<file path="src/rtl/slurm16_cpu_register_file_if.sv">
// Bus between decode/writeback and the slurm16 register file.
// master drives addresses, write data and stall; slave returns registered read data and busy.
interface slurm16_cpu_register_file_if #(
  parameter int REG_BITS  = 4,
  parameter int BITS      = 16,
  parameter int BANK_BITS = 1
);
  logic [BANK_BITS-1:0] bank_sel;
  logic [REG_BITS-1:0]  regIn;
  logic                 regIn_we;
  logic [BITS-1:0]      regIn_data;
  logic [REG_BITS-1:0]  regOutA;
  logic [REG_BITS-1:0]  regOutB;
  logic                 rd_stall;
  logic [BITS-1:0]      regOutA_data;
  logic [BITS-1:0]      regOutB_data;
  logic                 busy;

  // No valid/ready: a write is taken on every edge with regIn_we=1 while busy=0,
  // and read data is valid one edge after its address whenever busy=0.
  modport master (
    output bank_sel, regIn, regIn_we, regIn_data, regOutA, regOutB, rd_stall,
    input  regOutA_data, regOutB_data, busy
  );

  modport slave (
    input  bank_sel, regIn, regIn_we, regIn_data, regOutA, regOutB, rd_stall,
    output regOutA_data, regOutB_data, busy
  );
endinterface

</file>
<file path="src/rtl/slurm16_cpu_register_file.sv">
// Banked two-read/one-write register file with write-first bypass, read stall
// and a post-reset clear sequencer that zeroes every bank before use.
module slurm16_cpu_register_file #(
  parameter int REG_BITS  = 4,
  parameter int BITS      = 16,
  parameter int BANK_BITS = 1,
  parameter int ZERO_REG  = 1
) (
  input  logic                              CLK,
  input  logic                              RSTb,
  slurm16_cpu_register_file_if.slave        rf,
  output logic                              dbg_state_o
);
  localparam int ADDR_W = REG_BITS + BANK_BITS;
  localparam int N      = 2 ** ADDR_W;

  typedef enum logic [0:0] {ST_CLEAR = 1'b0, ST_RUN = 1'b1} state_t;

  state_t            state_q, state_d;
  logic [ADDR_W-1:0] cnt_q, cnt_d;
  logic [BITS-1:0]   rd_a_q, rd_a_d;
  logic [BITS-1:0]   rd_b_q, rd_b_d;

  logic              wr_en;
  logic [ADDR_W-1:0] wr_addr;
  logic [BITS-1:0]   wr_data;

  // One copy per read port, both written identically.
  logic [BITS-1:0] mem_a [N];
  logic [BITS-1:0] mem_b [N];

  function automatic logic [BITS-1:0] read_sel(
    input logic [REG_BITS-1:0] addr,
    input logic [BITS-1:0]     stored,
    input logic                we,
    input logic [REG_BITS-1:0] waddr,
    input logic [BITS-1:0]     wdata
  );
    if (ZERO_REG != 0 && addr == '0) return '0;
    else if (we && waddr == addr)    return wdata;
    else                             return stored;
  endfunction

  always_comb begin
    state_d = state_q;
    cnt_d   = cnt_q;
    rd_a_d  = rd_a_q;
    rd_b_d  = rd_b_q;
    wr_en   = 1'b0;
    wr_addr = cnt_q;
    wr_data = '0;
    case (state_q)
      ST_CLEAR: begin
        wr_en  = 1'b1;
        cnt_d  = cnt_q + 1'b1;
        rd_a_d = '0;
        rd_b_d = '0;
        if (cnt_q == '1) state_d = ST_RUN;
      end
      ST_RUN: begin
        wr_en   = rf.regIn_we;
        wr_addr = {rf.bank_sel, rf.regIn};
        wr_data = rf.regIn_data;
        if (!rf.rd_stall) begin
          rd_a_d = read_sel(rf.regOutA, mem_a[{rf.bank_sel, rf.regOutA}],
                            rf.regIn_we, rf.regIn, rf.regIn_data);
          rd_b_d = read_sel(rf.regOutB, mem_b[{rf.bank_sel, rf.regOutB}],
                            rf.regIn_we, rf.regIn, rf.regIn_data);
        end
      end
      default: begin
        state_d = ST_CLEAR;
        cnt_d   = '0;
      end
    endcase
  end

  always_ff @(posedge CLK or negedge RSTb) begin
    if (!RSTb) begin
      state_q <= ST_CLEAR;
      cnt_q   <= '0;
      rd_a_q  <= '0;
      rd_b_q  <= '0;
    end else begin
      state_q <= state_d;
      cnt_q   <= cnt_d;
      rd_a_q  <= rd_a_d;
      rd_b_q  <= rd_b_d;
    end
  end

  // Storage has no reset; the clear sequencer is what initialises it.
  always_ff @(posedge CLK) begin
    if (wr_en) begin
      mem_a[wr_addr] <= wr_data;
      mem_b[wr_addr] <= wr_data;
    end
  end

  assign rf.regOutA_data = rd_a_q;
  assign rf.regOutB_data = rd_b_q;
  assign rf.busy         = (state_q == ST_CLEAR);
  assign dbg_state_o     = state_q;
endmodule

</file>
<file path="src/flat_wrapper.sv">
// flat-port wrapper written by rule: the top's interface ports become plain ports
module slurm16_cpu_register_file_flat 
#(
  parameter int REG_BITS  = 4,
  parameter int BITS      = 16,
  parameter int BANK_BITS = 1,
  parameter int ZERO_REG  = 1
)
  (CLK, RSTb, dbg_state_o, rf_bank_sel, rf_regIn, rf_regIn_we, rf_regIn_data, rf_regOutA, rf_regOutB, rf_rd_stall, rf_regOutA_data, rf_regOutB_data, rf_busy);
  slurm16_cpu_register_file_if #(.REG_BITS(REG_BITS), .BITS(BITS), .BANK_BITS(BANK_BITS)) rf_i ();
  input  logic CLK;
  input  logic RSTb;
  output logic dbg_state_o;
  input wire logic [$bits(rf_i.bank_sel)-1:0] rf_bank_sel;
  input wire logic [$bits(rf_i.regIn)-1:0] rf_regIn;
  input wire logic [$bits(rf_i.regIn_we)-1:0] rf_regIn_we;
  input wire logic [$bits(rf_i.regIn_data)-1:0] rf_regIn_data;
  input wire logic [$bits(rf_i.regOutA)-1:0] rf_regOutA;
  input wire logic [$bits(rf_i.regOutB)-1:0] rf_regOutB;
  input wire logic [$bits(rf_i.rd_stall)-1:0] rf_rd_stall;
  output wire logic [$bits(rf_i.regOutA_data)-1:0] rf_regOutA_data;
  output wire logic [$bits(rf_i.regOutB_data)-1:0] rf_regOutB_data;
  output wire logic [$bits(rf_i.busy)-1:0] rf_busy;
  assign rf_i.bank_sel = rf_bank_sel;
  assign rf_i.regIn = rf_regIn;
  assign rf_i.regIn_we = rf_regIn_we;
  assign rf_i.regIn_data = rf_regIn_data;
  assign rf_i.regOutA = rf_regOutA;
  assign rf_i.regOutB = rf_regOutB;
  assign rf_i.rd_stall = rf_rd_stall;
  assign rf_regOutA_data = rf_i.regOutA_data;
  assign rf_regOutB_data = rf_i.regOutB_data;
  assign rf_busy = rf_i.busy;
  slurm16_cpu_register_file #(.REG_BITS(REG_BITS), .BITS(BITS), .BANK_BITS(BANK_BITS), .ZERO_REG(ZERO_REG)) u_core (.CLK(CLK), .RSTb(RSTb), .rf(rf_i), .dbg_state_o(dbg_state_o));
endmodule
</file>
<file path="config.mk">
export PLATFORM = sky130hd
export DESIGN_NAME = slurm16_cpu_register_file_flat
export DESIGN_NICKNAME = d
export VERILOG_FILES = /design/src/rtl/slurm16_cpu_register_file_if.sv /design/src/rtl/slurm16_cpu_register_file.sv /design/src/flat_wrapper.sv
export SDC_FILE = /design/constraint.sdc
export NUM_CORES = 1
export LEC_CHECK = 0
export ABC_CLOCK_PERIOD_IN_PS = 4200
export CORE_MARGIN = 1.5
export CORE_UTILIZATION = 60
export DETAILED_ROUTE_END_ITERATION = 10
export PLACE_DENSITY = 0.86
export SKIP_CTS_REPAIR_TIMING = 1
export SLEW_MARGIN = 20
export SYNTH_ARGS = -nofsm -noshare
export SYNTH_HDL_FRONTEND = slang
export SYNTH_SLANG_ARGS = --single-unit
</file>
<file path="constraint.sdc">
create_clock -name CLK -period 4.2 [get_ports CLK]
set_input_delay 0.42 -clock CLK [delete_from_list [all_inputs] [get_ports CLK]]
set_output_delay 0.42 -clock CLK [all_outputs]
set_load 0.1 [all_outputs]
</file>
Yosys cells after proc, flatten, opt, wreduce, memory -nomap -nowiden:

Memories as Yosys holds them, arrays and structs flattened.
Cells that the tools add are included.

* bits in registers: 38
* RAM bits: 1024
* bits of input ports: 33
* output and inout bits: 34
* logic and storage cells: 31
* memories: 2

Memories
* u_core.mem_a: words 32, width 16, read ports 1, clocked after memory_dff 0, write ports 1, line slurm16_cpu_register_file.sv:29 `logic [BITS-1:0] mem_a [N];`
* u_core.mem_b: words 32, width 16, read ports 1, clocked after memory_dff 0, write ports 1, line slurm16_cpu_register_file.sv:30 `logic [BITS-1:0] mem_b [N];`

* $add $sub $neg: 1
* eq/ne operators: 4
* mux-type cells: 15
* bitwise operators: 1
* reduce and logical (&&, ||, !) cells: 4

Operator list (number)
* $mux 16: 7
* $pmux 16 s2: 2
* $eq 4x4->1: 2
* $logic_not 4->1: 2
* $add 5x1->5 const B: 1
* $eq 5x5->1 const B: 1
* $mux 5: 1
* $mux 1: 4
* $logic_and 1x1->1: 2
* $ne 2x2->1 const B: 1
* $pmux 1 s2: 1
* $not 1->1: 1

Depth between registers and ports, before layout:

Gate-level depths: netlist (run 1).

* depth after elaboration: 6
* mapped depth: 9
* mapped depth without buffers: 5

Least setup slack after synthesis (run 1):

Ideal clock, no wire load.

* kind: register -> register
* start point: register u_core.state_q, in the netlist u_core.dbg_state_o
* end point: memory u_core.mem_b[11][0], enable pin
* setup time: 0.388 ns
* data arrival time: 3.047 ns
* data required time: 3.812 ns
* slack: 0.765 ns
* stages on the path, launching flop included: 6
* path buffers: 2
* clock period less this slack: 3.435 ns
* path through: dfrtp_1 > clkbuf_1 > clkbuf_1 > inv_1 > a31oi_1 > nor2_1

* cells in the longest elaborated chain, start to end: 4
* elaborated cells between the ends (all ways): 5
* those cells by class: 4 x mux; 1 x bitwise

Ends and longest elaborated chain
* start: declaration: line slurm16_cpu_register_file.sv:19 `state_t state_q, state_d;`
* start signal: assignment: line slurm16_cpu_register_file.sv:85 `state_q <= state_d;`
* $not 1->1
* net rf_busy: line flat_wrapper.sv:23 `output wire logic [$bits(rf_i.busy)-1:0] rf_busy;`
* $pmux 1 s2: line slurm16_cpu_register_file.sv:52 `case (state_q)`
* $mux 1: line slurm16_cpu_register_file.sv:94 `if (wr_en) begin`
* $mux 1 (implied by the code): line slurm16_cpu_register_file.sv:96 `mem_b[wr_addr] <= wr_data;`
* end: declaration: line slurm16_cpu_register_file.sv:30

The timed path passes the listed nets, and every way through them passes these cells.

Worst setup path in the final report (run 1):

* start point: register u_core.state_q, in the netlist u_core.dbg_state_o
* end point: output dbg_state_o

RTL lines
* end: declaration: line flat_wrapper.sv:13 `output logic dbg_state_o;`

No word-level cell between the ends.

==> impl_metrics.csv, run 1 <==
group,metric,value,unit
synthesis,ys_warn_count,0,
worst_hold_path,hold_class,"primary input to asynchronous set/reset pin",
floorplanning,rows,75,
place,gp_congestion,0.965,
clock_tree,clock_path_buffers,3,
grt,grt.total_usage,34.6,%
drt,wl_per_cell,33.8,µm
outcome,outcome,"finished, final reports clean",
clock_tree,clk_pin_slew,0.06,ns
timing,rsz0062_at_grt,"false",
clock_tree,cts_tree,"yes",
grt,grt_max_degree,76,
worst_setup_path,critPathBufInv,1,
drt,drt_wl_total,75.8,mm
floorplanning,chipWidth,211,µm
grt,grt_overflow,0,
worst_setup_path,cp_slowest_cell,"clkdlybuf4s50_1",
timing,slew_violations,0,
clock_tree,clk_latency,0.62,ns
grt,grt_pass1_vias,16300,
synthesis,synthFlopType,"edfxtp_1",
synthesis,synth_edf_count,512,
flow_run,maxCapViolCount,0,
worst_setup_path,arrival,2.72,ns
synthesis,async_flop_share,6.91,%
synthesis,synth_top_area_share,59.3,%
drt,route.detailed.drc,0,
place,dp.final_hpwl,48.3,mm
worst_setup_path,max_stage_delay,1.27,ns
clock_tree,numCtsBuffers,54,
worst_setup_path,critPathLaunchType,"register",
grt,antenna_found_initial,1,
power,ir_worst_vdd,313,µV
timing,hold_violations,0,
synthesis,syn_nets,1574,
floorplanning,core_area,42300,µm²
worst_setup_path,critPathRequiredTime,3.78,ns
worst_setup_path,setup.worst_path.class,"register to output pin",
drt,via_count,16800,
worst_setup_path,crit_path_end_kind,"output pin",
timing,fin_ws,1.06,ns
drt,dr.pass1.iters,8,
drt,ant_nets,0,
grt,grt_pass1_wl,110,mm
place,placed_cell_area,27300,µm²
finish,drive_above_1_share,19.8,%
finish,antennaDiodeCount,0,
drt,drtIter0Drc,2640,
synthesis,synth_cell_type_count,43,
clock_tree,ctsHtreeMaxLevel,2,
place,dp_slack,1.04,ns
synthesis,ys_ff_latch,550,
synthesis,synth_sequential_area_ratio,63.0,%
synthesis,synthTopCellsByArea,"edfxtp_1 (59%), mux2i_1 (11%), mux4_2 (11%)",
timing,fin_crit_sh,74.7,%
timing,tns,0,ns
drt,viasPerCell,7.48,
floorplanning,die_h,211,µm
synthesis,syn_avg_cell_area,16.8,µm²
timing,fmax,0.319,GHz
timing,worst_pin_slew,1.21,ns
synthesis,syn_area,25900,µm²
finish,final_nets,1654,
finish,final_area,29100,µm²
finish,nFillCells,2618,
worst_setup_path,crit_family,"buffers and inverters",
floorplanning,start_util,61.2,%
floorplanning,die_area,44400,µm²
timing,setup_violations,0,
floorplanning,io-pin-count,67,
clock_tree,clock-root-buffer,"clkbuf_16",
worst_setup_path,path_max_fanout,24,
timing,post-route-min-period,3.14,ns
finish,syn2layout_area_growth,12.3,%
clock_tree,cts.sinks,550,
timing,fin_skew,0.0227,ns
synthesis,syn_inst,1539,
timing,relSlewSlack,19.4,%
place,portBuffers,66,
synthesis,synth_top_area_cell,"edfxtp_1",
worst_setup_path,cp_cell_sequence,"clkdlybuf4s50_1",
power,p_leak,10.1,nW
power,pwr_density_cell,425,nW/µm²
[sequential cells by signal, indices dropped and copies added, names as in the netlist]
signal and cells:
u_core.dbg_state_o 1, u_core.mem_a 16, u_core.mem_b 496, u_core.cnt_q 5
u_core.rf.regOutB_data 16, u_core.rf.regOutA_data 16
[metrics by stage]
step	total power [W]	hold WS [ns]	instances	util, %
floorplan	0.00719	0.124	1539	-
global placement	0.00763	0.473	2139	64.6
detailed placement	0.00765	0.491	2139	64.6
CTS	0.0123	0.0244	2241	68.7
global route	0.0126	0.433	2242	68.7
finish	0.0124	0.379	2242	68.7
[cell usage in the layout, fill, tap and decap left out, drive strengths merged]
| cell type | Yosys | routed |
|---|---|---|
| xor2 | 6 | 6 |
| buf | 72 | 86 |
| nor3 | 3 | 3 |
| a31oi | 17 | 17 |
| o2111ai | 10 | 10 |
| mux2i | 280 | 280 |
| clkbuf | 50 | 76 |
| nor2 | 45 | 45 |
| nand2 | 21 | 21 |
| and2 | 21 | 21 |
| a22oi | 118 | 118 |
| nor2b | 14 | 14 |
| nor3b | 4 | 4 |
| a221o | 32 | 32 |
| clkdlybuf4s50 | 0 | 59 |
| or2 | 2 | 2 |
| xnor2 | 5 | 5 |
| edfxtp | 512 | 512 |
| a221oi | 16 | 16 |
| mux2 | 13 | 13 |
| and3b | 1 | 1 |
| clkinv | 0 | 22 |
| a211oi | 10 | 10 |
| clkinvlp | 0 | 1 |
| nor4 | 6 | 6 |
| dfrtp | 38 | 38 |
| nand2b | 1 | 1 |
| o211ai | 10 | 10 |
| nand3 | 37 | 37 |
| and3 | 12 | 12 |
| o41ai | 2 | 2 |
| mux4 | 128 | 128 |
| inv | 1 | 1 |
| a22o | 22 | 22 |
| a31o | 2 | 2 |
| a21oi | 26 | 26 |
| dlygate4sd3 | 0 | 1 |
| bufinv | 0 | 3 |
| ha | 2 | 2 |
[area by class of cell]
class,count,area (µm²),share of cell area (%)
clock buffer,76,1530,5.25
clock inverter,26,201,0.693
inverter,1,3.75,0.0129
multi-input combinational,866,9000,31.0
sequential,550,16300,56.1
tap,577,722,2.48
timing repair buffer,146,1300,4.48
[cells by family after synthesis]
group / synth area share (%)
xor gates and xnor gates: 0.372
muxes: 22.6
DFF: 63.0
adders and majority gates: 0.0966
and+or+nand+nor: 3.25
AOI/OAI and AO/OA: 8.20
buffers and inverters: 2.46
[cell usage after synthesis, types with 22 or more instances]
cell / instances
clkbuf_1: 50
nor2_1: 43
dfrtp_1: 38
a21oi_1: 26
a22oi_1: 118
buf_2: 44
mux2i_1: 280
mux4_2: 121
nand3_1: 37
a221o_1: 32
a22o_1: 22
edfxtp_1: 512
[power by group]
group          switching (W)  internal [W]  total [W]
Sequential         0.0000513       0.00605    0.00610
Combinational        0.00102      0.000460    0.00148
Clock                0.00207       0.00271    0.00478
Total                0.00314       0.00922     0.0124
[routing by layer]
metal | global-route usage [%] | part of all wire (%)
met5 | 1.89 | 0.16
met3 | 14.3 | 17
met2 | 50.1 | 44
met1 | 47.4 | 35
met4 | 12.0 | 3.6
[path summary, 6_finish.rpt]
kind | depth (start not counted) | to | slack (ns) | startpoint
setup / recovery | 1 | dbg_state_o | 1.06 | u_core.dbg_state_o
hold / removal | 2 | u_core.rf.regOutB_data[4] | 0.38 | RSTb
setup reg to reg | 5 | u_core.rf.regOutA_data[8] | 1.47 | u_core.dbg_state_o
hold reg to reg | 1 | u_core.rf.regOutB_data[13] | 0.52 | u_core.rf.regOutB_data[13]
max in group asynchronous | 2 | u_core.cnt_q[2] | 3.37 | RSTb
min in group CLK | 2 | u_core.rf.regOutB_data[0] | 0.51 | rf_regIn_data[0]
No activity file was read; power rests on OpenSTA's default activity.
==> run 2, diff against run 1 <==
--- a/config.mk
+++ b/config.mk
@@ -5,7 +5,7 @@
 export SDC_FILE = /design/constraint.sdc
 export NUM_CORES = 1
 export LEC_CHECK = 0
-export ABC_CLOCK_PERIOD_IN_PS = 4200
+export ABC_CLOCK_PERIOD_IN_PS = 2900
 export CORE_MARGIN = 1.5
 export CORE_UTILIZATION = 60
 export DETAILED_ROUTE_END_ITERATION = 10
==> constraint.sdc (replaced) <==
create_clock -name CLK -period 2.9 [get_ports CLK]
set_input_delay 0.29 -clock CLK [delete_from_list [all_inputs] [get_ports CLK]]
set_output_delay 0.29 -clock CLK [all_outputs]
set_load 0.1 [all_outputs]
==> run 2 against run 1 <==
Against the previous run:
- clock skew hardly changed
- combinational power is 47% higher
- global-route usage is 0.15 points lower
- critical path type is now register to register
- critical endpoint is now u_core.mem_b[3][6]
- largest power group unchanged
==> impl_metrics.csv, run 2 (synthesis gave the netlist of run 1 again) <==
group,metric,value,unit
worst_setup_path,r2r_start,"u_core.dbg_state_o",
floorplanning,die_area,44400,µm²
clock_tree,numCtsBuffers,52,
timing,fin_crit_sh,91.1,%
worst_setup_path,crit_family,"simple AND/OR/NAND/NOR gates",
power,swShare,25.1,%
worst_hold_path,hold_class,"primary input to asynchronous set/reset pin",
place,portBuffers,66,
timing,worst_pin_slew,1.15,ns
clock_tree,ctsHtreeMaxLevel,2,
clock_tree,clk_pin_slew,0.06,ns
finish,drive_above_1_share,23.3,%
floorplanning,chipWidth,211,µm
timing,slew_violations,0,
worst_setup_path,arrival,2.93,ns
drt,drtIter0Drc,2894,
clock_tree,clock-root-buffer,"clkbuf_16",
finish,final_nets,1692,
place,place_inst,2179,
finish,fin_cells,2274,
timing,setup_violations,0,
floorplanning,io-pin-count,67,
place,gp_congestion,0.948,
drt,wl_per_cell,33.1,µm
finish,nFillCells,2558,
timing,hold_ws,0.420,ns
finish,final_common_cell,"edfxtp_1",
drt,viasPerCell,7.44,
finish,final_cell_mix,"edfxtp_1 (512), mux2i_1 (280), buf_4 (127), mux4_2 (121), a22oi_1 (118)",
finish,largest-register,"u_core.mem_b",
clock_tree,cts_tree,"yes",
power,clockPowerShare,37.5,%
worst_setup_path,reg2reg_to,"u_core.mem_b[3][6]",
timing,fin_skew,0.0223,ns
grt,grt.total_usage,34.4,%
place,dp.final_hpwl,49.8,mm
timing,rsz0062_at_grt,"false",
drt,via_count,16900,
worst_setup_path,max_stage_delay,0.66,ns
worst_setup_path,worst-path-stages,5,
finish,largest_reg_flops,496,
flow_run,maxCapViolCount,0,
worst_setup_path,cp_cell_sequence,"nor2b_1, a21oi_1, nand3_1, nor2_2, buf_12",
worst_setup_path,crit_path_end_kind,"register",
grt,grt_pass1_vias,16500,
worst_setup_path,path_max_fanout,23,
power,p_int,0.0132,W
worst_setup_path,critPathBufInv,1,
clock_tree,cts.sinks,550,
worst_setup_path,reg2reg_slack,0.26,ns
timing,tns,0,ns
grt,antenna_found_initial,3,
floorplanning,rows,75,
power,pwr_density_cell,597,nW/µm²
power,p_seq_share,50.2,%
worst_setup_path,endpoint,"u_core.mem_b[3][6]",
clock_tree,clk_latency,0.60,ns
worst_setup_path,setup.worst_path.class,"register to register",
power,ir_worst_vdd,557,µV
floorplanning,start_util,61.2,%
finish,ff_latch_area,16300,µm²
floorplanning,core_area,42300,µm²
worst_setup_path,critPathLaunchType,"register",
outcome,outcome,"finished, final reports clean",
grt,grt_overflow,0,
drt,ant_nets,0,
clock_tree,clock_path_buffers,3,
drt,dr.pass1.iters,8,
grt,grt_pass1_wl,110,mm
timing,relSlewSlack,23.5,%
floorplanning,die_h,211,µm
worst_setup_path,critPathRequiredTime,3.18,ns
finish,antennaDiodeCount,0,
grt,grt_max_degree,43,
power,p_leak,10.4,nW
drt,drt_wl_total,75.3,mm
power,pwr-share-comb,12.3,%
power,p_switching,0.00444,W
timing,fmax,0.378,GHz
finish,syn2layout_area_growth,14.1,%
finish,multiInputGateArea,9020,µm²
worst_setup_path,ff2ff_path_depth,5,
worst_setup_path,cp_slowest_cell,"dfrtp_2",
timing,hold_violations,0,
timing,post-route-min-period,2.64,ns
drt,route.detailed.drc,0,
worst_setup_path,critPathLaunch,"u_core.dbg_state_o",
[run 2: layer usage]
layer,part of all wire [%],GRT usage [%],wire [µm],up-vias
li1,-,-,-,6661
met1,36,46.9,26700,8464
met2,46,53.2,34500,1583
met3,16,12.6,12100,204
met4,2.6,8.60,1960,2
met5,0.017,0,13,-
[run 2: worst min-delay path by stage]
stage                                            to  slack [ns]  cells after the start
after floorplan                     u_core.cnt_q[0]      -0.006                      0
after global placement              u_core.cnt_q[2]        0.47                      1
after detailed placement            u_core.cnt_q[2]        0.49                      1
after CTS                 u_core.rf.regOutA_data[5]       -0.11                      1
after global routing      u_core.rf.regOutB_data[0]        0.43                      2
final                     u_core.rf.regOutA_data[5]        0.42                      2
[run 2: through the flow]
step | util [%] | cell area, µm² | power (W) | setup WS [ns]
after CTS | 69.8 | 29600 | 0.0176 | 0.370
after global routing | 69.9 | 29600 | 0.0180 | 0.210
after global placement | 66.0 | 27900 | 0.0111 | 0.259
final | 69.9 | 29600 | 0.0177 | 0.258
after floorplan | - | 25900 | 0.0104 | -0.0314
after detailed placement | 66.0 | 27900 | 0.0111 | 0.129
[run 2: power by group through the flow]
stage                     logic, W  registers, W  clock network (W)
after detailed placement   0.00211       0.00901                  0
after CTS                  0.00213       0.00885            0.00663
after global placement     0.00207       0.00901                  0
after global routing       0.00224       0.00885            0.00692
final                      0.00217       0.00886            0.00663
after floorplan           0.000945       0.00947                  0
[run 2: final cells by class]
class,count,area share (%)
clock buffers,72,4.79
clock inverters,22,0.740
inverters,1,0.0254
multi-input cells,866,30.5
flip-flops and latches,550,55.2
well taps,577,2.44
repair buffers,186,6.27
